**config.mk**
```make
export PLATFORM = sky130hd
export DESIGN_NAME = pipeline_hazard_unit
export DESIGN_NICKNAME = d
export VERILOG_FILES = /design/src/rtl/pipeline_hazard_unit.sv
export SDC_FILE = /design/constraint.sdc
export NUM_CORES = 1
export LEC_CHECK = 0
export CORE_ASPECT_RATIO = 1.75
export CORE_MARGIN = 2
export CORE_UTILIZATION = 25
export CTS_BUF_LIST = sky130_fd_sc_hd__clkbuf_8 sky130_fd_sc_hd__clkbuf_16
export DETAILED_ROUTE_END_ITERATION = 10
export PLACE_DENSITY_LB_ADDON = 0.15
export SLEW_MARGIN = 20
export SYNTH_ARGS = -nofsm -noshare
export SYNTH_HDL_FRONTEND = slang
export SYNTH_SLANG_ARGS = --single-unit
```
**constraint.sdc**
```tcl
create_clock -name clk -period 5.6 [get_ports clk]
set_input_delay 1.12 -clock clk [delete_from_list [all_inputs] [get_ports clk]]
set_output_delay 1.12 -clock clk [all_outputs]
set_load 0.005 [all_outputs]
```
**src/rtl/pipeline_hazard_unit.sv**
```systemverilog
// Hazard unit for the 5-stage pipeline: forwarding selects, load-use and branch-shadow stalls, memory wait/timeout FSM.
// Optional feature macro HAZARD_STATS_EN adds saturating stall_cycles / flush_count statistics outputs.

module pipeline_hazard_unit #(
    parameter int RA_W        = 4,
    parameter int PC_REG      = 15,
    parameter int BR_SHADOW   = 3,
    parameter int MEM_TIMEOUT = 15
) (
    input  logic            clk,
    input  logic            reset,
    input  logic [RA_W-1:0] ra1_d,
    input  logic [RA_W-1:0] ra2_d,
    input  logic [RA_W-1:0] wa3_d,
    input  logic            pcsrc_d,
    input  logic            mem_to_reg_e,
    input  logic            branch_taken_e,
    input  logic            reg_write_m,
    input  logic            reg_write_w,
    input  logic            mem_busy,
    output logic [1:0]      forward_a_e,
    output logic [1:0]      forward_b_e,
    output logic            stall_f,
    output logic            stall_d,
    output logic            stall_em,
    output logic            flush_d,
    output logic            flush_e,
    output logic            mem_timeout
`ifdef HAZARD_STATS_EN
    ,
    output logic [31:0]     stall_cycles,
    output logic [31:0]     flush_count
`endif
);

    localparam int CNT_W  = (BR_SHADOW < 2) ? 1 : $clog2(BR_SHADOW + 1);
    localparam int WCNT_W = (MEM_TIMEOUT < 2) ? 1 : $clog2(MEM_TIMEOUT + 1);
    localparam logic [RA_W-1:0]   PC_IDX      = RA_W'(PC_REG);
    localparam logic [CNT_W-1:0]  SHADOW_INIT = CNT_W'(BR_SHADOW);
    localparam logic [WCNT_W-1:0] WAIT_LIMIT  = WCNT_W'(MEM_TIMEOUT);

    typedef enum logic [1:0] {
        ST_RUN     = 2'd0,
        ST_BRANCH  = 2'd1,
        ST_MEMWAIT = 2'd2,
        ST_ERROR   = 2'd3
    } state_t;

    state_t            state_r, ret_state_r, shadow_next_s;
    logic [CNT_W-1:0]  cnt_r;
    logic [WCNT_W-1:0] wcnt_r;
    logic [RA_W-1:0]   ra1_e_r, ra2_e_r, wa3_e_r, wa3_m_r, wa3_w_r;
    logic              v_e_r, v_m_r, v_w_r;
    logic              mem_timeout_r;
    logic              lw_s, held_s;
    logic              stall_f_s, stall_d_s, stall_em_s, flush_d_s, flush_e_s;

    function automatic logic [1:0] fwd_sel(
        input logic [RA_W-1:0] ra,
        input logic            src_valid,
        input logic            m_live,
        input logic [RA_W-1:0] m_dst,
        input logic            w_live,
        input logic [RA_W-1:0] w_dst
    );
        logic [1:0] sel;
        if (!src_valid || (ra == PC_IDX)) begin
            sel = 2'b00;
        end else if (m_live && (m_dst == ra)) begin
            sel = 2'b10;
        end else if (w_live && (w_dst == ra)) begin
            sel = 2'b01;
        end else begin
            sel = 2'b00;
        end
        return sel;
    endfunction

    // Forwarding selects and hazard detection from the execute-stage tags
    always_comb begin
        forward_a_e = fwd_sel(ra1_e_r, v_e_r, v_m_r & reg_write_m, wa3_m_r, v_w_r & reg_write_w, wa3_w_r);
        forward_b_e = fwd_sel(ra2_e_r, v_e_r, v_m_r & reg_write_m, wa3_m_r, v_w_r & reg_write_w, wa3_w_r);
        lw_s   = mem_to_reg_e & v_e_r & ((ra1_d == wa3_e_r) | (ra2_d == wa3_e_r));
        held_s = (state_r == ST_MEMWAIT) || (state_r == ST_ERROR);
        if ((cnt_r == CNT_W'(1)) && !stall_d_s) begin
            shadow_next_s = ST_RUN;
        end else begin
            shadow_next_s = ST_BRANCH;
        end
    end

    // Stall/flush arbitration: memory wait beats a taken branch, which beats load-use, which beats the shadow
    always_comb begin
        stall_f_s  = 1'b0;
        stall_d_s  = 1'b0;
        stall_em_s = 1'b0;
        flush_d_s  = 1'b0;
        flush_e_s  = 1'b0;
        if (held_s) begin
            stall_f_s  = 1'b1;
            stall_d_s  = 1'b1;
            stall_em_s = 1'b1;
        end else if (branch_taken_e) begin
            flush_d_s = 1'b1;
            flush_e_s = 1'b1;
        end else if (lw_s) begin
            stall_f_s = 1'b1;
            stall_d_s = 1'b1;
            flush_e_s = 1'b1;
        end else if (state_r == ST_BRANCH) begin
            stall_f_s = 1'b1;
            flush_d_s = 1'b1;
        end else begin
            stall_f_s = 1'b0;
        end
    end

    assign stall_f     = stall_f_s;
    assign stall_d     = stall_d_s;
    assign stall_em    = stall_em_s;
    assign flush_d     = flush_d_s;
    assign flush_e     = flush_e_s;
    assign mem_timeout = mem_timeout_r;

    // Register-tag pipeline E -> M -> W
    always_ff @(posedge clk or negedge reset) begin
        if (!reset) begin
            ra1_e_r <= {RA_W{1'b0}};
            ra2_e_r <= {RA_W{1'b0}};
            wa3_e_r <= {RA_W{1'b0}};
            wa3_m_r <= {RA_W{1'b0}};
            wa3_w_r <= {RA_W{1'b0}};
            v_e_r   <= 1'b0;
            v_m_r   <= 1'b0;
            v_w_r   <= 1'b0;
        end else if (!stall_em_s) begin
            wa3_m_r <= wa3_e_r;
            v_m_r   <= v_e_r;
            wa3_w_r <= wa3_m_r;
            v_w_r   <= v_m_r;
            if (flush_e_s) begin
                v_e_r <= 1'b0;
            end else if (!stall_d_s) begin
                ra1_e_r <= ra1_d;
                ra2_e_r <= ra2_d;
                wa3_e_r <= wa3_d;
                v_e_r   <= 1'b1;
            end
        end
    end

    // Branch-shadow / memory-wait FSM; a wait remembers where the pipeline was heading
    always_ff @(posedge clk or negedge reset) begin
        if (!reset) begin
            state_r       <= ST_RUN;
            ret_state_r   <= ST_RUN;
            cnt_r         <= {CNT_W{1'b0}};
            wcnt_r        <= {WCNT_W{1'b0}};
            mem_timeout_r <= 1'b0;
        end else begin
            case (state_r)
                ST_RUN: begin
                    if (pcsrc_d && !stall_d_s) begin
                        cnt_r <= SHADOW_INIT;
                        if (mem_busy) begin
                            state_r     <= ST_MEMWAIT;
                            ret_state_r <= ST_BRANCH;
                            wcnt_r      <= WCNT_W'(1);
                        end else begin
                            state_r <= ST_BRANCH;
                        end
                    end else if (mem_busy) begin
                        state_r     <= ST_MEMWAIT;
                        ret_state_r <= ST_RUN;
                        wcnt_r      <= WCNT_W'(1);
                    end
                end
                ST_BRANCH: begin
                    if (!stall_d_s) begin
                        cnt_r <= (cnt_r == CNT_W'(1)) ? {CNT_W{1'b0}} : (cnt_r - CNT_W'(1));
                    end
                    if (mem_busy) begin
                        state_r     <= ST_MEMWAIT;
                        ret_state_r <= shadow_next_s;
                        wcnt_r      <= WCNT_W'(1);
                    end else begin
                        state_r <= shadow_next_s;
                    end
                end
                ST_MEMWAIT: begin
                    if (!mem_busy) begin
                        state_r <= ret_state_r;
                    end else if (wcnt_r == WAIT_LIMIT) begin
                        state_r       <= ST_ERROR;
                        mem_timeout_r <= 1'b1;
                    end else begin
                        wcnt_r <= wcnt_r + WCNT_W'(1);
                    end
                end
                ST_ERROR: begin
                    mem_timeout_r <= 1'b1;
                end
                default: begin
                    state_r <= ST_RUN;
                end
            endcase
        end
    end

`ifdef HAZARD_STATS_EN
    logic [31:0] stall_cycles_r, flush_count_r;

    // Saturating statistics counters
    always_ff @(posedge clk or negedge reset) begin
        if (!reset) begin
            stall_cycles_r <= 32'd0;
            flush_count_r  <= 32'd0;
        end else begin
            if (stall_f_s && (stall_cycles_r != 32'hFFFF_FFFF)) begin
                stall_cycles_r <= stall_cycles_r + 32'd1;
            end
            if (flush_e_s && (flush_count_r != 32'hFFFF_FFFF)) begin
                flush_count_r <= flush_count_r + 32'd1;
            end
        end
    end

    assign stall_cycles = stall_cycles_r;
    assign flush_count  = flush_count_r;
`endif

endmodule

```
==> results.toml <==
[yosys]
synth_ff_type = "dfrtp_1"
synth_top_area_frac = 0.4135
synth-async-reset-ratio = 1.000
synth_common_cells = "nand2_1 (38), dfrtp_1 (33), xnor2_1 (20)"
yosys.cell_count.top_type = "nand2_1"
ys_types = 44
synth_seq_area_share = 0.4135
synth-seq-cells = 33
synth_nets = 231
yosys_warnings = 0
synth-edff-count = 0
synth.area.top_cells = "dfrtp_1 (41%), xnor2_1 (8.8%), nand2_1 (7.1%)"
syn_inst = 204
avgSynthCellArea_um2 = 9.789
synth.largest_area_cell = "dfrtp_1"
netlist_area_mm2 = 0.001997

[timing]
finalCriticalPeriod_ns = 4.634
drv_slew = 0
worstMarginPinSlew_ns = 0.9734
finalHoldViolCount = 0
rsz0062_at_grt = "no"
max_slew_margin = 0.3510
timing.setup.tns_ns = 0
fmax_mhz = 215.8
final.setup_skew_ns = 0.006254
fin_crit_sh = 0.8274
setup_viol = 0

[die]
rows = 43
die_w_um = 71.56
core_area_mm2 = 0.007855
design.die.area_mm2 = 0.008747
start_util = 0.2542
die_h_um = 122.2
io_pins = 30

[clocking]
post_cts_resized = 0
clock_latency_ns = 0.28
numCtsBuffers = 5
tritoncts = "done"
cts_setup_buffers = 0
cts_buffer_depth = 2
clk_pin_slew_ns = 0.05
cts-hold-fix-buffers = 0
root_buffer = "clkbuf_16"
clkSinkCount = 33
h-tree-depth = 2

[critical_path]
crit_family = "buffers and inverters"
arrival_ns = 3.51
slowest_delay_ns = 0.52
cp_slowest_cell = "clkdlybuf4s50_1"
required_ns = 4.48
critical_path_buf_inv_count = 2
critPathLaunchType = "input pin"
cp-end-kind = "output pin"
critPathKind = "in2out"
crit_chain = "clkdlybuf4s50_1, xnor2_1, nand4_2, a211oi_2, nor2_1, o21ai_0, clkdlybuf4s50_1"
cp_max_fo = 8
cp_common_cell = "clkdlybuf4s50_1"

[power]
leakagePower_nw = 1.070
pwr_density_cell_mw_per_mm2 = 585.7
power_mw = 1.480
peakVddDrop_mv = 0.2271

[route]
drt_pass1_iterations = 4
drc = 0
drt_iter0_drc = 44
routed_wl_um = 5055
final_antenna_net_count = 0
routedWlPerCell_um = 15.41
via_per_inst = 4.625
num_vias = 1517

[placed_design]
io_buffers = 29
hpwl_um = 3871
gp_congestion = 0.8242

[global_route]
track_usage = 0.1272
grt_pass1_wl_um = 8293
gr-usage-met1 = 0.1287
grt_max_degree = 34
grtUsageMet2 = 0.2413
grt_use_met3 = 0.02135
grt.busiest_layer = "met2"
antenna_found_initial = 0
grt_pass1_vias = 1654
overflow = 0

[finish]
final_nets = 264
n_fill_cell = 843
area_delta_synth_final_pct = 26.57
drive_above_1_share = 0.1261
n_antenna_cell = 0

[hold_path]
worstHoldPathType = "reg2reg"

[run]
max_cap_viol_count = 0

[status]
status = "completed"
-- through the flow --
stage | util | worst slack, ns | hold WS (ns) | instances | cell area (um^2)
2_1_floorplan | - | 2.393 | 0.4610 | 204 | 1997
3_3_place_gp | 0.3036 | 0.9099 | 0.4772 | 320 | 2385
3_5_place_dp | 0.3036 | 0.9023 | 0.4739 | 320 | 2385
4_1_cts | 0.3218 | 0.8933 | 0.4943 | 328 | 2527
5_1_grt | 0.3218 | 0.7942 | 0.5102 | 328 | 2527
6_report | 0.3218 | 0.9664 | 0.4875 | 328 | 2527
-- tightest hold or removal path: cells and delay by family (launching register included) --
family	cells	cell delay [ns]
flip-flops	1	0.34
AO/OA/AOI/OAI	2	0.11
-- cell families (layout without fill, tap and decap cells) --
logic type	Yosys count	after routing	share of synthesized area
flip-flops	33	33	0.4135
multiplexers	13	13	0.08960
adder cells (fa/ha/maj)	7	7	0.04386
XOR/XNOR	22	22	0.09649
buffers and inverters	18	52	0.03947
AND/OR/NAND/NOR	75	75	0.1798
AO/OA/AOI/OAI	36	36	0.1372
-- cell usage in the layout (no fill, tap or decap), types with 4 or more instances in the layout --
| master | count |
|---|---|
| nor2_1 | 7 |
| clkbuf_16 | 5 |
| a22o_1 | 4 |
| nand2_1 | 38 |
| nand3_1 | 8 |
| nor4_1 | 4 |
| o21ai_0 | 11 |
| clkdlybuf4s50_1 | 29 |
| inv_1 | 12 |
| ha_1 | 7 |
| xnor2_1 | 20 |
| mux2_4 | 9 |
| dfrtp_1 | 33 |
-- worst paths after layout --
path,from,end,slack (ns),cells after the start
max,ra1_d[0],stall_f,0.97,7
min,mem_timeout,mem_timeout,0.49,2
max reg2reg,state_r[0],wa3_e_r[2],2.76,7
min reg2reg,mem_timeout,mem_timeout,0.49,2
max in group asynchronous,reset,state_r[0],4.03,2
min in group asynchronous,reset,cnt_r[1],1.25,2
-- area by class of cell --
cell class	instances	area [um^2]	area share
Sequential cell	33	825.8	0.3267
Clock buffer	5	125.1	0.04951
Multi-Input combinational cell	153	1092	0.4322
Clock inverter	3	17.52	0.006931
Inverter	13	48.80	0.01931
Timing Repair Buffer	31	305.3	0.1208
Tap cell	90	112.6	0.04455
-- report_power, final --
group          switching, mW  internal [mW]  leakage (nW)
combinational          0.345          0.366         0.609
sequential             0.150          0.351         0.391
clock                  0.105          0.163        0.0696
total                  0.600          0.880          1.07
-- layer usage --
metal / vias to the layer above / wire length [um]
met4: 0 / 129
met5: - / 0
met3: 8 / 137
met1: 710 / 1894
li1: 774 / -
met2: 25 / 2894
-- registers in the layout, summed over array words and instances (netlist names), 2 cells and up --
| name | cells |
|---|---|
| ra1_e_r | 4 |
| cnt_r | 2 |
| wa3_e_r | 4 |
| wa3_m_r | 4 |
| state_r | 2 |
| ra2_e_r | 4 |
| wa3_w_r | 4 |
| wcnt_r | 4 |
Note: power is estimated with default switching activity, not from simulation.
